$ cat config.mk
export PLATFORM = sky130hd
export DESIGN_NAME = cdc_line_echo
export DESIGN_NICKNAME = d
export VERILOG_FILES = /design/src/rtl/cdc_app_pkg.sv /design/src/rtl/cdc_line_echo.sv
export SDC_FILE = /design/constraint.sdc
export NUM_CORES = 1
export LEC_CHECK = 0
export ABC_AREA = 1
export CORE_MARGIN = 2
export CORE_UTILIZATION = 45
export CTS_CLUSTER_DIAMETER = 200
export CTS_CLUSTER_SIZE = 40
export DETAILED_ROUTE_END_ITERATION = 8
export PLACE_DENSITY = 0.65
export SYNTH_ARGS = -nofsm -noshare
export SYNTH_HDL_FRONTEND = slang
export SYNTH_SLANG_ARGS = --single-unit
$ cat constraint.sdc
create_clock -name clk_i -period 3.6 [get_ports clk_i]
set_input_delay 0.72 -clock clk_i [delete_from_list [all_inputs] [get_ports clk_i]]
set_output_delay 0.72 -clock clk_i [all_outputs]
set_load 0.01 [all_outputs]
$ cat src/rtl/cdc_app_pkg.sv
// Shared constants for the CDC application-side stages: ASCII control
// characters and the line-echo state encoding.
package cdc_app_pkg;

    localparam logic [7:0] CR  = 8'h0D;
    localparam logic [7:0] LF  = 8'h0A;
    localparam logic [7:0] BS  = 8'h08;
    localparam logic [7:0] DEL = 8'h7F;

    typedef logic [1:0] state_t;

    localparam state_t RX      = 2'd0;
    localparam state_t TX_LINE = 2'd1;
    localparam state_t TX_CR   = 2'd2;
    localparam state_t TX_LF   = 2'd3;

endpackage

$ cat src/rtl/cdc_line_echo.sv
// Line-editing echo app for the usb_cdc FIFO interface: collects OUT bytes
// into a line with backspace editing, then echoes the line back followed by CR LF.
module cdc_line_echo
    import cdc_app_pkg::*;
#(
    parameter int LINE_LEN = 16,
    parameter int LINES_W  = 16
) (
    input  logic               clk_i,
    input  logic               rst_i,
    input  logic [7:0]         out_data_i,
    input  logic               out_valid_i,
    output logic               out_ready_o,
    output logic [7:0]         in_data_o,
    output logic               in_valid_o,
    input  logic               in_ready_i,
    output logic               busy_o,
    output logic               overflow_o,
    output logic [LINES_W-1:0] lines_o
);

    localparam int IW    = $clog2(LINE_LEN + 1);
    localparam int AW    = (LINE_LEN > 1) ? $clog2(LINE_LEN) : 1;
    localparam int DEPTH = 1 << AW;

    localparam logic [IW-1:0]      IDX_ONE   = IW'(1);
    localparam logic [IW-1:0]      IDX_FULL  = IW'(LINE_LEN);
    localparam logic [LINES_W-1:0] LINES_ONE = LINES_W'(1);

    state_t             state_reg, state_next;
    logic [IW-1:0]      count_reg, count_next;
    logic [IW-1:0]      rd_ptr_reg, rd_ptr_next;
    logic [LINES_W-1:0] lines_reg, lines_next;
    logic               overflow_reg, overflow_next;
    logic               wr_en;
    logic               accept;
    logic               xfer;

    logic [7:0] line_buf [DEPTH];

    assign out_ready_o = (state_reg == RX);
    assign busy_o      = (state_reg != RX);
    assign in_valid_o  = (state_reg != RX);
    assign overflow_o  = overflow_reg;
    assign lines_o     = lines_reg;

    assign accept = out_valid_i & out_ready_o;
    assign xfer   = in_valid_o & in_ready_i;

    always_ff @(posedge clk_i) begin
        if (rst_i) begin
            state_reg    <= RX;
            count_reg    <= '0;
            rd_ptr_reg   <= '0;
            lines_reg    <= '0;
            overflow_reg <= 1'b0;
        end else begin
            state_reg    <= state_next;
            count_reg    <= count_next;
            rd_ptr_reg   <= rd_ptr_next;
            lines_reg    <= lines_next;
            overflow_reg <= overflow_next;
        end
    end

    // Line storage is deliberately left out of reset; count bounds what is valid.
    always_ff @(posedge clk_i) begin
        if (wr_en) begin
            line_buf[count_reg[AW-1:0]] <= out_data_i;
        end
    end

    always_comb begin
        state_next    = state_reg;
        count_next    = count_reg;
        rd_ptr_next   = rd_ptr_reg;
        lines_next    = lines_reg;
        overflow_next = 1'b0;
        wr_en         = 1'b0;
        case (state_reg)
            RX: begin
                if (accept) begin
                    if (out_data_i == CR) begin
                        state_next = (count_reg != '0) ? TX_LINE : TX_CR;
                    end else if (out_data_i == BS || out_data_i == DEL) begin
                        if (count_reg != '0) begin
                            count_next = count_reg - IDX_ONE;
                        end
                    end else if (out_data_i != LF) begin
                        // The filling byte is kept and the line is force-terminated.
                        wr_en      = 1'b1;
                        count_next = count_reg + IDX_ONE;
                        if ((count_reg + IDX_ONE) == IDX_FULL) begin
                            overflow_next = 1'b1;
                            state_next    = TX_LINE;
                        end
                    end
                end
            end
            TX_LINE: begin
                if (xfer) begin
                    rd_ptr_next = rd_ptr_reg + IDX_ONE;
                    if (rd_ptr_reg == (count_reg - IDX_ONE)) begin
                        state_next = TX_CR;
                    end
                end
            end
            TX_CR: begin
                if (xfer) begin
                    state_next = TX_LF;
                end
            end
            TX_LF: begin
                if (xfer) begin
                    state_next  = RX;
                    count_next  = '0;
                    rd_ptr_next = '0;
                    lines_next  = lines_reg + LINES_ONE;
                end
            end
            default: begin
                state_next = RX;
            end
        endcase
    end

    always_comb begin
        in_data_o = 8'h00;
        case (state_reg)
            TX_LINE: in_data_o = line_buf[rd_ptr_reg[AW-1:0]];
            TX_CR:   in_data_o = CR;
            TX_LF:   in_data_o = LF;
            default: ;
        endcase
    end

endmodule

==> flow_summary.ini, run 1 <==
[floorplanning]
height_of_the_chip_um = 129
core_mm2 = 0.0153
floorplan.io_pins = 40
fp.dieW_um = 129
placement_rows = 45
total_die_area_mm2 = 0.0168
floorplan.initialDensity_pct = 46.3

[routing]
met2WireLength_um = 8410
viasPerCell = 5.48
route.top_layer_used = met4
route.met3.wl_um = 1190
detail-route-antenna-nets = 0
num_vias = 5314
wirelength_um = 17700
wirelength_met1_um = 7520
routed_len_inst_um = 18.3
drt_iter0_drc = 484
dr.pass1.iters = 5
detail_route.drc_violations = 0

[worst_setup_path]
worst_setup_path_end_kind = output pin
path_cells = inv_1, buf_4, o21ai_0, o221ai_1, nand3_1, a21oi_1, clkdlybuf4s50_1
crit_path_max_cell_delay_ps = 560
cp-start-kind = flip-flop
critPathTopFamily = buffers and inverters
crit_slowest_cell = sky130_fd_sc_hd__clkdlybuf4s50_1
worstSetupPathType = reg2out
worst_ep_arrival_time_ps = 2660
timing.critical_path.required_ps = 2880
crit_buf_inv = 3
path_max_fanout = 18

[yosys]
synth_seq_area_share_pct = 63.6
share_of_synthesized_cell_area_in_full_adder_half_adder_and_majority_cells_pct = 1.77
share_of_the_synthesized_area_in_compound_gates_ao_oa_aoi_oai_pct = 12.0
post_synth_mux_area_share_pct = 0
syn-num-nets = 705
syn_avg_cell_area_um2 = 10.4
yosysWarningCount = 0
post_synth_xor_area_fraction_pct = 0.371
synth_cells = 683
synthDistinctLibCells = 35
synthSimpleGateAreaFrac_pct = 17.6
synth.cell_area_mm2 = 0.00708
combinational_family_with_the_most_area_after_synthesis = simple AND/OR/NAND/NOR gates
postSynthRegisterBits = 161

[timing]
fmax_ghz = 0.296
final.setup_skew_ps = 6.60
period_needed_ps = 3380
fin_setup_tns_ps = 0
timing_worst_slew_pin_value_ps = 465
rsz0062_at_grt = false
report.final.setup_viol = 0
final-max-slew-violation-count = 0
report.final.hold_viol_count = 0
min_period_over_period_pct = 93.8
max-slew-margin-rel_pct = 69.0

[grt]
grt_remaining_overflow = 0
grt_util_all_layers_pct = 22.3
antenna_violations_before_repair = 0
first_pass_grt_wire_length_um = 27700
pin_count_of_the_biggest_net_entering_global_routing = 49
first_global_vias = 5271

[cts]
post_cts_resize_count = 0
cts_root_buf = sky130_fd_sc_hd__clkbuf_16
cts.htree.levels = 4
clk_transition_reported_paths_ps = 60
cts_tree = done
numClockSinks = 161
postCtsSetupRepairBufs = 0
ctsHoldBuffers = 0
clock_tree.buffer_depth = 2
numCtsBuffers = 17
clk_latency_ps = 430

[layout]
area_delta_synth_final_pct = 19.3
n_antenna_cell = 0
nets = 767
largest_reg_flops = 128
fillerInstances = 1367
final_util_pct = 55.2
final_layout_size_suffix_gt1_share_pct = 11.2

[pwr]
powerDensity_mw_per_mm2 = 537
power.leakage_uw = 0.00304
vdd_drop_max_uv = 336

[outcome]
run_status = completed

[worst_hold_path]
holdCritPathClass = reg2reg

[run]
max-cap-violations = 0

[placement]
portBuffers = 39
dp_hpwl_um = 12200
gp_congestion = 0.971
[layout by cell type, fill, tap and decap left out, drive strengths merged]
cell / instances
o21ai: 80
nand2: 92
bufinv: 2
a21boi: 1
a21oi: 26
nand3: 35
o211ai: 6
o221ai: 24
o22ai: 6
nor4: 2
dfxtp: 33
clkdlybuf4s50: 39
nand4: 8
xor2: 3
clkinv: 5
a211oi: 1
nor3: 10
clkbuf: 17
nor2: 134
nor3b: 1
o21a: 2
edfxtp: 128
clkinvlp: 2
ha: 10
buf: 33
nand3b: 1
inv: 57
[per-stage QoR]
stage	worst slack, ps	cells	hold WS (ps)	area, µm²	power, µW
5_1_grt	55.4	969	513	8450	4720
6_report	222	969	489	8450	4540
3_5_place_dp	550	937	480	7870	2800
3_3_place_gp	566	937	467	7870	2780
4_1_cts	254	969	489	8450	4560
2_1_floorplan	1280	683	495	7080	2580
[cells in the mapped netlist]
library cell,count,share of area (%)
sky130_fd_sc_hd__buf_2,8,0.57
sky130_fd_sc_hd__nor3b_1,1,0.11
sky130_fd_sc_hd__clkbuf_1,19,1.0
sky130_fd_sc_hd__ha_1,10,1.8
sky130_fd_sc_hd__inv_1,45,2.4
sky130_fd_sc_hd__o221ai_1,24,3.0
sky130_fd_sc_hd__o21ai_0,80,5.7
sky130_fd_sc_hd__nand2_4,3,0.48
sky130_fd_sc_hd__edfxtp_1,128,54
sky130_fd_sc_hd__o211ai_1,6,0.64
sky130_fd_sc_hd__a21boi_0,1,0.11
sky130_fd_sc_hd__a211oi_1,1,0.11
sky130_fd_sc_hd__nand3_1,34,2.4
sky130_fd_sc_hd__nor2_2,2,0.18
sky130_fd_sc_hd__inv_6,1,0.12
sky130_fd_sc_hd__nor2_1,127,6.7
sky130_fd_sc_hd__nor4_1,2,0.18
sky130_fd_sc_hd__nand2_2,2,0.18
sky130_fd_sc_hd__o22ai_1,6,0.53
sky130_fd_sc_hd__buf_4,1,0.11
sky130_fd_sc_hd__inv_2,5,0.26
sky130_fd_sc_hd__nand2_1,87,4.6
sky130_fd_sc_hd__nand4_2,1,0.18
sky130_fd_sc_hd__a21oi_1,26,1.8
sky130_fd_sc_hd__xor2_1,3,0.37
sky130_fd_sc_hd__nor3_1,8,0.57
sky130_fd_sc_hd__nand4_1,7,0.62
sky130_fd_sc_hd__nor3_2,1,0.14
sky130_fd_sc_hd__nand3b_1,1,0.11
sky130_fd_sc_hd__buf_6,1,0.16
sky130_fd_sc_hd__nor3_4,1,0.23
sky130_fd_sc_hd__nand3_2,1,0.14
sky130_fd_sc_hd__o21a_1,2,0.21
sky130_fd_sc_hd__dfxtp_1,33,9.3
sky130_fd_sc_hd__nor2_4,5,0.79
[where the power goes]
part / internal (µW) / switching, µW
clock network: 1030 / 749
registers: 2140 / 64.8
logic: 189 / 367
[logic make-up after synthesis]
group	after synthesis
AOI/OAI and AO/OA	146
xor gates and xnor gates	3
adders and majority gates	10
buffers and inverters	80
DFF	161
and+or+nand+nor	283
[worst reg2reg max path: cells and delay by family (launching register included)]
kind / cells / cell delay (ps)
simple gates: 4 / 690
flops: 1 / 370
buf+inv: 5 / 730
fa+ha+maj: 1 / 180
[layer usage]
metal / global-route usage [%] / vias to the layer above
li1: - / 2534
met1: 27.8 / 2545
met2: 36.7 / 190
met3: 5.08 / 45
met4: 11.1 / 0
met5: 0 / -
[worst paths after layout]
path	cells after the start	slack [ps]	to	from
max	7	220	in_data_o[6]	flip-flop
min	2	490	lines_o[12]	lines_o[12]
max reg2reg	10	1360	line_buf[10][7]	state_reg[0]
min reg2reg	2	490	lines_o[12]	lines_o[12]
[area by class of cell]
| class | count | area [µm²] | share of cell area (%) |
|---|---|---|---|
| clock buffers | 17 | 425 | 5.03 |
| clock inverters | 15 | 156 | 1.85 |
| inverters | 51 | 196 | 2.32 |
| multi-input cells | 442 | 2250 | 26.7 |
| flip-flops and latches | 161 | 4510 | 53.3 |
| well taps | 211 | 264 | 3.12 |
| repair buffers | 72 | 651 | 7.70 |
(Power assumes the default switching activity.)
==> run 2, diff against run 1 <==
DONT_BUFFER_PORTS = 1   (was not set)
PLACE_DENSITY = 0.62   (was 0.65)
==> run 2 against run 1 <==
Hold slack got worse by 130 ps; critical path depth did not move; first-iteration DRC count rose by 7.2%; critical path type unchanged; final cell count decreased by 6.3%; clock skew shrank 1.7 ps; count of clock-buffer cells in the layout grew 9; utilization decreased by 3.6 points.
==> flow_summary.ini, run 2 (same netlist as run 1, synthesis figures left out) <==
[outcome]
run_status = completed

[layout]
final_common_cell = sky130_fd_sc_hd__edfxtp_1
fillerInstances = 1373
n_antenna_cell = 0
nets = 706
largest_reg_flops = 128
area_delta_synth_final_pct = 11.6
final_layout_size_suffix_gt1_share_pct = 9.04
final_cell_mix = sky130_fd_sc_hd__edfxtp_1, sky130_fd_sc_hd__nor2_1, sky130_fd_sc_hd__nand2_1

[worst_setup_path]
timing.critical_path.required_ps = 2880
timing.rr.end = line_buf[5][4]
regToRegStartpoint = state_reg[0]
cp-endpoint = in_data_o[3]
worst_ep_arrival_time_ps = 2410
path_max_fanout = 31
worstSetupPathType = reg2out
worst_setup_path_end_kind = output pin
reg2reg_slack_ps = 760
reg2regPathDepth = 8
cp-start-kind = flip-flop

[grt]
grt_remaining_overflow = 0
grt_util_all_layers_pct = 21.1
antenna_violations_before_repair = 0
pin_count_of_the_biggest_net_entering_global_routing = 65
first_global_vias = 4927
first_pass_grt_wire_length_um = 26300

[floorplanning]
core_mm2 = 0.0153
floorplan.initialDensity_pct = 46.3
height_of_the_chip_um = 129
placement_rows = 45
total_die_area_mm2 = 0.0168
floorplan.io_pins = 40
fp.dieW_um = 129

[timing]
max-slew-margin-rel_pct = 38.5
rsz0062_at_grt = false
final.setup_skew_ps = 4.88
report.final.setup_viol = 0
fmax_ghz = 0.320
min_period_over_period_pct = 86.8
timing_worst_slew_pin_value_ps = 922
fin_setup_tns_ps = 0
report.final.hold_viol_count = 0
final-max-slew-violation-count = 0
period_needed_ps = 3130

[cts]
ctsHoldBuffers = 0
cts_tree = done
cts.htree.levels = 4
clk_latency_ps = 430
numCtsBuffers = 17
numClockSinks = 161
postCtsSetupRepairBufs = 0
cts_root_buf = sky130_fd_sc_hd__clkbuf_16
clock_tree.buffer_depth = 2
clk_transition_reported_paths_ps = 60
post_cts_resize_count = 0

[routing]
drt_iter0_drc = 519
detail_route.drc_violations = 0
wirelength_um = 16500
detail-route-antenna-nets = 0
dr.pass1.iters = 5
num_vias = 5022
routed_len_inst_um = 18.2
viasPerCell = 5.53

[pwr]
powerDensity_mw_per_mm2 = 565
p_total_uw = 4470
power.leakage_uw = 0.00280
vdd_drop_max_uv = 377

[placement]
dp_hpwl_um = 10900
gp_congestion = 0.871
portBuffers = 0

[worst_hold_path]
holdCritPathClass = in2reg

[run]
max-cap-violations = 0
run 2: changes by cell type in the layout (fill, tap and decap cells not counted):
cell / before / now
sky130_fd_sc_hd__clkdlybuf4s50_1: 39 / 0
sky130_fd_sc_hd__buf_4: 32 / 11
sky130_fd_sc_hd__inv_6: 7 / 2
sky130_fd_sc_hd__clkbuf_16: 17 / 21
sky130_fd_sc_hd__clkinv_2: 0 / 4
sky130_fd_sc_hd__clkbuf_1: 0 / 3
sky130_fd_sc_hd__clkinv_1: 3 / 0
sky130_fd_sc_hd__bufinv_16: 2 / 0
sky130_fd_sc_hd__clkbuf_8: 0 / 2
sky130_fd_sc_hd__clkinv_4: 2 / 0
sky130_fd_sc_hd__buf_12: 1 / 0
sky130_fd_sc_hd__clkinvlp_4: 2 / 1
run 2: worst min-delay path by stage:
stage                              from      endpoint  slack (ps)  cells past startpoint
after floorplan           rd_ptr_reg[1]     flip-flop         500                      2
after global placement       lines_o[2]    lines_o[2]         520                      2
after detailed placement    lines_o[12]   lines_o[12]         530                      2
after CTS                         rst_i   lines_o[15]         350                      1
after global routing              rst_i  count_reg[1]         330                      1
final                             rst_i   lines_o[13]         360                      1
run 2: stage by stage:
step | setup WS [ps] | area [µm²] | std cells | hold WS [ps] | utilization [%]
final | 475 | 7900 | 908 | 355 | 51.6
after global routing | 296 | 7900 | 908 | 334 | 51.6
after CTS | 473 | 7900 | 908 | 347 | 51.6
after detailed placement | 618 | 7300 | 876 | 529 | 47.7
after global placement | 695 | 7300 | 876 | 516 | 47.7
after floorplan | 1280 | 7080 | 683 | 495 | -
run 2: metal layers:
metal | vias up | share of wire, % | GRT usage [%]
met5 | - | 0 | 0
met4 | 0 | 2.1 | 7.02
met3 | 26 | 6.6 | 6.85
met2 | 184 | 49 | 35.6
met1 | 2407 | 42 | 25.7
li1 | 2405 | - | -
run 2: report_power, final:
| group | switching, µW | internal [µW] | leakage [µW] | total, µW |
|---|---|---|---|---|
| Clock | 698 | 1080 | 0.000297 | 1780 |
| Combinational | 332 | 154 | 0.00108 | 487 |
| Sequential | 59.8 | 2140 | 0.00142 | 2200 |
| Total | 1090 | 3380 | 0.00280 | 4470 |
run 2: area by class of cell:
type	count	area [µm²]	area share, %
Clock buffer	26	564	7.14
Clock inverter	6	36.3	0.459
Inverter	51	196	2.49
Multi-Input combinational cell	442	2250	28.5
Sequential cell	161	4510	57.0
Tap cell	211	264	3.34
Timing Repair Buffer	11	82.6	1.04
run 2: critical path, stage by stage (launching register included):
cell and delay, ps:
sky130_fd_sc_hd__dfxtp_1 310, sky130_fd_sc_hd__inv_1 670, sky130_fd_sc_hd__o21ai_0 200, sky130_fd_sc_hd__o211ai_1 210, sky130_fd_sc_hd__nand2_1 100, sky130_fd_sc_hd__o22ai_1 240, sky130_fd_sc_hd__nand2_1 70, sky130_fd_sc_hd__o21ai_0 190
==> run 3, diff against run 2 <==
CORE_UTILIZATION = 30   (was 45)
PLACE_DENSITY = 0.46   (was 0.62)
==> run 3 against run 2 <==
Via count is 1.0% higher; count of clock-buffer cells in the layout is 9 lower; sequential share of layout area is 1.5 points lower; critical endpoint unchanged; critical path type unchanged.
==> flow_summary.ini, run 3 (same netlist as run 1, synthesis figures left out) <==
[floorplanning]
core_mm2 = 0.0233
floorplan.initialDensity_pct = 30.4
total_die_area_mm2 = 0.0249
floorplan.io_pins = 40
fp.dieW_um = 158
placement_rows = 56
height_of_the_chip_um = 158

[layout]
area_delta_synth_final_pct = 14.6
largest_reg_flops = 128
final_common_cell = sky130_fd_sc_hd__edfxtp_1
fillerInstances = 2338
nets = 716
multiInputGateArea_mm2 = 0.00225
stdcell_count = 1026
n_antenna_cell = 0
final_cell_mix = sky130_fd_sc_hd__edfxtp_1, sky130_fd_sc_hd__nor2_1, sky130_fd_sc_hd__nand2_1
final_layout_size_suffix_gt1_share_pct = 10.7
regArea_mm2 = 0.00451

[routing]
drt_iter0_drc = 427
detail_route.drc_violations = 0
num_vias = 5072
routed_len_inst_um = 18.3
dr.pass1.iters = 5
wirelength_um = 18800
detail-route-antenna-nets = 0
viasPerCell = 4.94

[worst_setup_path]
crit_buf_inv = 1
worst_setup_path_end_kind = output pin
crit_slowest_cell = sky130_fd_sc_hd__buf_4
reg2reg_slack_ps = 740
timing.rr.end = line_buf[13][6]
timing.critical_path.required_ps = 2880
reg2regPathDepth = 8
worst_ep_arrival_time_ps = 2380
critPathTopFamily = compound AO/OA/AOI/OAI gates
worstSetupPathType = reg2out
path_cells = buf_4, nor2_1, nor2_1, o21ai_0, o21ai_0, o21ai_0, o22ai_1, nand2_1, o21ai_0
crit_path_max_cell_delay_ps = 500
regToRegStartpoint = state_reg[0]
cp-start-kind = flip-flop
path_common_cell = sky130_fd_sc_hd__o21ai_0
path_max_fanout = 64

[worst_hold_path]
holdCritPathClass = in2reg
min_path_cells = 1
holdCritStartpoint = rst_i
min_delay_endpoint = lines_o[15]

[pwr]
power_frac_seq_pct = 48.8
powerDensity_mw_per_mm2 = 555
power.switching_fraction_pct = 27.2
p_switching_uw = 1230
clock_power_share_pct = 40.1
power.leakage_uw = 0.00284
share_comb_of_total_power_pct = 11.1
internal_power_uw = 3280
vdd_drop_max_uv = 286

[cts]
clock_tree.buffer_depth = 2
postCtsSetupRepairBufs = 0
numCtsBuffers = 17
post_cts_resize_count = 0
ctsHoldBuffers = 0
clk_latency_ps = 440
numClockSinks = 161
clk_transition_reported_paths_ps = 70
cts_tree = done
cts_root_buf = sky130_fd_sc_hd__clkbuf_16
cts.htree.levels = 4

[timing]
final.setup_skew_ps = 13.8
final-max-slew-violation-count = 0
period_needed_ps = 3100
fmax_ghz = 0.323
report.final.hold_viol_count = 0
max-slew-margin-rel_pct = 33.4
rsz0062_at_grt = false
report.final.setup_viol = 0
min_period_over_period_pct = 86.0
timing_worst_slew_pin_value_ps = 996
fin_setup_tns_ps = 0
finalHoldWorstSlack_ps = 348

[grt]
grt_util_all_layers_pct = 15.7
first_global_vias = 4985
first_pass_grt_wire_length_um = 28700
grt_remaining_overflow = 0
pin_count_of_the_biggest_net_entering_global_routing = 65
antenna_violations_before_repair = 0

[run]
max-cap-violations = 0

[placement]
portBuffers = 0
gp_congestion = 0.805
dp_hpwl_um = 12100
total_placed_cells_including_tap_cells = 994

[outcome]
run_status = completed
## run 3: worst max-delay path by stage
stage	cells past startpoint	end	slack (ps)	start
6_report	9	in_data_o[3]	500	flip-flop
5_1_grt	9	in_data_o[3]	290	flip-flop
4_1_cts	6	in_data_o[7]	470	state_reg[0]
3_5_place_dp	10	line_buf[13][3]	650	out_data_i[7]
3_3_place_gp	10	line_buf[13][3]	730	out_data_i[7]
2_1_floorplan	8	line_buf[7][0]	1280	out_data_i[7]
## run 3: metal layers
layer	wire, µm	vias up	GRT usage, %
met5	0	-	0
met4	542	0	6.67
met2	9030	153	25.8
met1	8050	2451	19.5
met3	1150	37	4.16
li1	-	2431	-
## run 3: final cells by class
class | count | share of cell area (%)
timing repair buffer | 21 | 2.10
inverter | 51 | 2.42
sequential | 161 | 55.5
clock buffer | 17 | 5.24
multi-input combinational | 442 | 27.7
clock inverter | 15 | 2.11
tap | 319 | 4.91
## run 3: power by group through the flow
stage                     combinational (µW)  clock, µW  sequential, µW
after floorplan                          374          0            2210
after global placement                   504          0            2240
after detailed placement                 505          0            2240
after CTS                                507       1850            2200
after global routing                     573       1910            2210
final                                    503       1810            2200
## run 3: metrics by stage
stage / setup WS, ps / total power [µW] / instance area (µm²) / utilization [%]
2_1_floorplan: 1280 / 2580 / 7080 / -
4_1_cts: 466 / 4560 / 8120 / 34.8
6_report: 503 / 4510 / 8120 / 34.8
3_5_place_dp: 653 / 2750 / 7520 / 32.3
3_3_place_gp: 729 / 2740 / 7520 / 32.3
5_1_grt: 292 / 4700 / 8120 / 34.8
